`src/rtl/writeback_regfile.sv`:
```
// Writeback stage merged with a 32x32 register file and the ID/EX operand registers.
// Reads bypass the same-cycle writeback; a counter tracks committed register writes.
module writeback_regfile (
  input  logic        CLK,
  input  logic        RST,
  input  logic [31:0] MemWb_AluOut,
  input  logic [31:0] MemWb_ReadData,
  input  logic [4:0]  MemWb_AddrRdRt,
  input  logic        MemWb_MemtoReg,
  input  logic        MemWb_RegWrite,
  input  logic [4:0]  IfId_AddrRs,
  input  logic [4:0]  IfId_AddrRt,
  input  logic        IdEx_Stall,
  input  logic        IdEx_Flush,
  output logic [31:0] IdEx_DataRs,
  output logic [31:0] IdEx_DataRt,
  output logic [31:0] Wb_Data,
  output logic [31:0] Retire_Count
);

  logic [31:0] regs [32];
  logic [31:0] rs_read;
  logic [31:0] rt_read;
  logic [31:0] retire_count;
  logic        commit;

  assign Wb_Data      = MemWb_MemtoReg ? MemWb_ReadData : MemWb_AluOut;
  assign commit       = MemWb_RegWrite && (MemWb_AddrRdRt != 5'd0);
  assign Retire_Count = retire_count;

  // Register 0 is hardwired to zero and is never a bypass target.
  always_comb begin
    rs_read = '0;
    if (IfId_AddrRs != 5'd0) begin
      if (commit && (IfId_AddrRs == MemWb_AddrRdRt)) rs_read = Wb_Data;
      else                                          rs_read = regs[IfId_AddrRs];
    end
  end

  always_comb begin
    rt_read = '0;
    if (IfId_AddrRt != 5'd0) begin
      if (commit && (IfId_AddrRt == MemWb_AddrRdRt)) rt_read = Wb_Data;
      else                                          rt_read = regs[IfId_AddrRt];
    end
  end

  always_ff @(posedge CLK) begin
    if (RST) begin
      for (int i = 0; i < 32; i++) regs[i] <= '0;
    end else if (commit) begin
      regs[MemWb_AddrRdRt] <= Wb_Data;
    end
  end

  // Flush wins over stall so a bubble can be inserted while decode is held.
  always_ff @(posedge CLK) begin
    if (RST) begin
      IdEx_DataRs <= '0;
      IdEx_DataRt <= '0;
    end else if (IdEx_Flush) begin
      IdEx_DataRs <= '0;
      IdEx_DataRt <= '0;
    end else if (!IdEx_Stall) begin
      IdEx_DataRs <= rs_read;
      IdEx_DataRt <= rt_read;
    end
  end

  always_ff @(posedge CLK) begin
    if (RST)         retire_count <= '0;
    else if (commit) retire_count <= retire_count + 32'd1;
  end

endmodule
```
`config.mk`:
```
export PLATFORM = sky130hd
export DESIGN_NAME = writeback_regfile
export DESIGN_NICKNAME = d
export VERILOG_FILES = /design/src/rtl/writeback_regfile.sv
export SDC_FILE = /design/constraint.sdc
export NUM_CORES = 2
export LEC_CHECK = 0
export CAP_MARGIN = 10
export CELL_PAD_IN_SITES_DETAIL_PLACEMENT = 1
export CELL_PAD_IN_SITES_GLOBAL_PLACEMENT = 2
export CORE_MARGIN = 1
export CORE_UTILIZATION = 43
export CTS_CLUSTER_DIAMETER = 80
export DETAILED_ROUTE_END_ITERATION = 12
export PLACE_DENSITY = 0.76
export RECOVER_POWER = 100
export SYNTH_ARGS = -nofsm -noshare
export SYNTH_HDL_FRONTEND = slang
export SYNTH_SLANG_ARGS = --single-unit
```
`constraint.sdc`:
```
create_clock -name CLK -period 3.53 [get_ports CLK]
set_input_delay 0.706 -clock CLK [delete_from_list [all_inputs] [get_ports CLK]]
set_output_delay 0.706 -clock CLK [all_outputs]
set_load 0.05 [all_outputs]
```
# [Word level (Yosys, flattened, before mapping)]
# Memory sizes are Yosys's and may differ from the RTL's.
# Index checks and enable logic that the tools add are counted.
[classes] n_addsub=1 n_eq_ne=2 mux=13 reduce_logical=8
[op_table] cell="32-bit 2-to-1 mux" n=6
[op_table] cell="32-bit by 1-bit adder with 32-bit output, second input constant" n=1
[op_table] cell="32-bit OR reduction" n=1
[op_table] cell="5-bit nonzero test" n=3
[op_table] cell="5-bit == test" n=2
[op_table] cell="1-bit 2-to-1 mux" n=6
[op_table] cell="5-bit 2-to-1 mux" n=1
[op_table] cell="1-bit logical AND" n=3
[op_table] cell="2-bit OR reduction" n=1
[totals] ff_bits=96 ramBits=1024 in_bits=85 out_inout_bits=128 word_cells=28 memories=1
[memory_table] name="regs" depth=32 width=32 read_ports=2 rd_ports_with_merged_regs=0 wr=32 line="21" rtl="logic [31:0] regs [32];"

# [Logic depth before layout (Yosys ltp)]
[logic_depth] word_depth=7 mapped_depth=9 mapped_depth_nobuf=6

# [Least setup slack after synthesis]
# No wires, ideal clock.
[synth_path] kind="input to output" start="input port MemWb_MemtoReg" end="output port Wb_Data[30]" arrival_time_ns=2.310 required_time_ns=2.824 slack_ns=0.514 path_stages=5 n_path_buf=3 path_cell_list="buf_2 buf_1 mux2i_1 clkbuf_1 inv_1"
[synth_between] elab_chain_len=1
[synth_rtl] element="start: declaration" line="9" rtl="input logic MemWb_MemtoReg,"
[synth_rtl] element="32-bit 2-to-1 mux" line="27" rtl="assign Wb_Data = MemWb_MemtoReg ? MemWb_ReadData : MemWb_AluOut;"
[synth_rtl] element="end: declaration" line="17" rtl="output logic [31:0] Wb_Data,"
# Every way passes these cells.

==> impl_metrics.json <==
{
  "fin_crit_sh": 0.954,
  "place_area_sq_mm": 0.0617,
  "synth-simple-area-share": 0.0949,
  "critPathLaunchType": "input pin",
  "fmax_mhz": 297,
  "tightest_slew_ps": 2820,
  "rows": 131,
  "syn_inst": 3859,
  "cp_slowest_cell": "clkbuf_1",
  "p_leak_nw": 22.7,
  "yosys.area.top_type": "edfxtp_1",
  "finClkSkew_ps": 28.6,
  "setup_viol": 0,
  "clkTransAtPathRegs_ps": 50,
  "overflow": 0,
  "coreArea_sq_mm": 0.128,
  "drive_gt1_frac": 0.249,
  "violations": "max-capacitance violations, max-slew violations",
  "internal_power_w": 0.0246,
  "cts_resized": 0,
  "synth_xor_area_frac": 0.00506,
  "hold_buffers": 0,
  "final_area_sq_mm": 0.0646,
  "synth_edf_count": 1024,
  "ioPinCount": 213,
  "end_kind": "flop",
  "synthAdderAreaFrac": 0.000226,
  "grt_pass1_wl_um": 298000,
  "async_reset_ff_frac": 0,
  "h-tree-depth": 4,
  "num_vias": 38700,
  "critPathKind": "in2reg",
  "postSynthAreaPerCell_sq_um": 14.4,
  "start_util": 0.434,
  "antenna_found_initial": 7,
  "drc": 0,
  "synth_top_family_by_area": "multiplexers",
  "clock-root-buffer": "clkbuf_16",
  "hold_viol": 0,
  "clockPowerShare": 0.406,
  "synth_compound_area_frac": 0.0494,
  "gp_congestion": 0.832,
  "synth_warnings": 0,
  "slowest_delay_ps": 940,
  "synth_common_cells": "nor2_1, edfxtp_1, mux4_2",
  "area_delta_synth_final_pct": 16.5,
  "seq_power_share": 0.472,
  "cts_tree": "done",
  "pwr-share-comb": 0.122,
  "ys_top_cells_by_area": "edfxtp_1, mux4_2, nor2_1",
  "drtIter0Drc": 4640,
  "required_ps": 3900,
  "p_sw_w": 0.00844,
  "routed_wl_um": 210000,
  "regArea_sq_mm": 0.0327,
  "hp-class": "reg2reg",
  "crit_fanout": 11,
  "ir_worst_vdd_mv": 0.533,
  "ys_ff_latch": 1120,
  "ant_nets": 0,
  "numCtsBuffers": 131,
  "synth_cell_types": 59,
  "postCtsSetupBuffers": 0,
  "clock-sinks": 1120,
  "grt_pass1_vias": 40600,
  "maxSlewHeadroom": -0.878,
  "muxShareOfSynthArea": 0.227,
  "path_cells": "dlygate4sd3_1 > nor2b_1 > nand2_1 > nor2_1 > clkbuf_1 > nand2_1 > nand2b_2 > clkbuf_1",
  "power.density_mw_per_mm2": 511,
  "hpwl_um": 131000,
  "grt_setup_unrepaired": "false",
  "synth_most_common_cell": "nor2_1",
  "die_h_um": 361,
  "grt_util_all_layers": 0.326,
  "drtPass1Iterations": 5,
  "drv_slew": 495,
  "fin_setup_tns_ps": 0,
  "io_buffers": 212,
  "netlist_area_sq_mm": 0.0554,
  "worst_ep_arrival_time_ps": 3730,
  "dieArea_sq_mm": 0.130,
  "synth_top_area_frac": 0.555,
  "wl_per_cell_um": 35.9,
  "die_w_um": 361,
  "clock_latency_ps": 780,
  "synth_ff_type": "edfxtp_1",
  "fillCellCount": 12300,
  "cts_buffer_depth": 3,
  "yosysSeqAreaShare": 0.590,
  "period_minus_slack_ps": 3370,
  "via_per_inst": 6.61,
  "grt_max_degree": 63,
  "swShare": 0.256,
  "drv_cap": 18,
  "fin_nets": 4169,
  "outcome": "finished with violations",
  "multi_input_area_sq_mm": 0.0212
}
==> power groups by stage <==
stage	combinational [W]	clock, W	sequential (W)
2_1_floorplan	0.00235	0	0.0158
3_3_place_gp	0.00413	0	0.0157
3_5_place_dp	0.00417	0	0.0158
4_1_cts	0.00418	0.0136	0.0155
5_1_grt	0.00415	0.0140	0.0156
6_report	0.00402	0.0134	0.0156
==> critical path, delay by kind of cell <==
| family | cells | cell delay (ps) |
|---|---|---|
| buf+inv | 3 | 2180 |
| simple gates | 5 | 810 |
==> sequential cells by signal, summed over array words and instances (netlist names) <==
register / count
IdEx_DataRt: 32
regs: 1024
IdEx_DataRs: 32
Retire_Count: 32
==> layout by cell type (no fill, tap or decap), types with 15 or more instances in the layout <==
cell type	count
xnor2_1	30
clkdlybuf4s50_1	74
edfxtp_1	1024
dlygate4sd3_1	99
clkbuf_16	135
clkbuf_1	67
nand2b_1	15
mux4_2	539
a221o_1	32
nand2_1	103
conb_1	32
clkbuf_2	70
mux2i_1	36
a21oi_1	71
a22oi_1	186
buf_4	130
nand2b_2	18
clkinv_2	20
o21ai_0	41
a22o_1	31
nor2_1	1025
buf_12	49
or3_1	38
dfxtp_1	96
inv_1	41
==> metal layers <==
layer | share of wire | up-vias | global-route usage
li1 | - | 15300 | -
met3 | 0.098 | 460 | 0.0708
met4 | 0.043 | 4 | 0.136
met2 | 0.48 | 2297 | 0.525
met1 | 0.38 | 20700 | 0.428
met5 | 0.00013 | - | 0
==> path summary, 6_finish.rpt <==
| check | from | to | slack [ps] | depth (start not counted) |
|---|---|---|---|---|
| worst min register to register | Retire_Count[31] | Retire_Count[31] | 500 | 2 |
| worst min-delay path | Retire_Count[31] | Retire_Count[31] | 500 | 2 |
| worst max-delay path | MemWb_RegWrite | regs[17][27] | 160 | 8 |
| worst max register to register | Retire_Count[9] | Retire_Count[28] | 1120 | 5 |
==> area by class of cell <==
| class | count | area share |
|---|---|---|
| Inverter | 41 | 0.00238 |
| Tap cell | 1662 | 0.0322 |
| Antenna cell | 2 | 0.0000775 |
| Clock inverter | 56 | 0.00777 |
| Sequential cell | 1120 | 0.506 |
| Multi-Input combinational cell | 2324 | 0.328 |
| Timing Repair Buffer | 465 | 0.0661 |
| Clock buffer | 184 | 0.0570 |
==> cell families (layout without fill, tap and decap cells) <==
family | count (synthesis) | after routing
flip-flops | 1120 | 1120
multiplexers | 584 | 584
other | 1 | 34
buffers and inverters | 446 | 746
AO/OA/AOI/OAI | 382 | 382
XOR/XNOR | 32 | 32
AND/OR/NAND/NOR | 1293 | 1293
adder cells (fa/ha/maj) | 1 | 1
==> metrics by stage <==
step | std cells | total power [W] | worst slack [ps] | utilization | hold slack, ps
after floorplan | 3890 | 0.0181 | 514 | - | 705
after global placement | 5612 | 0.0199 | 163 | 0.483 | 480
after detailed placement | 5612 | 0.0200 | 154 | 0.483 | 491
after CTS | 5852 | 0.0333 | 397 | 0.516 | 359
after global routing | 5852 | 0.0338 | 179 | 0.506 | 568
final | 5854 | 0.0330 | 163 | 0.506 | 499
Power figures use the tool's default switching activity.
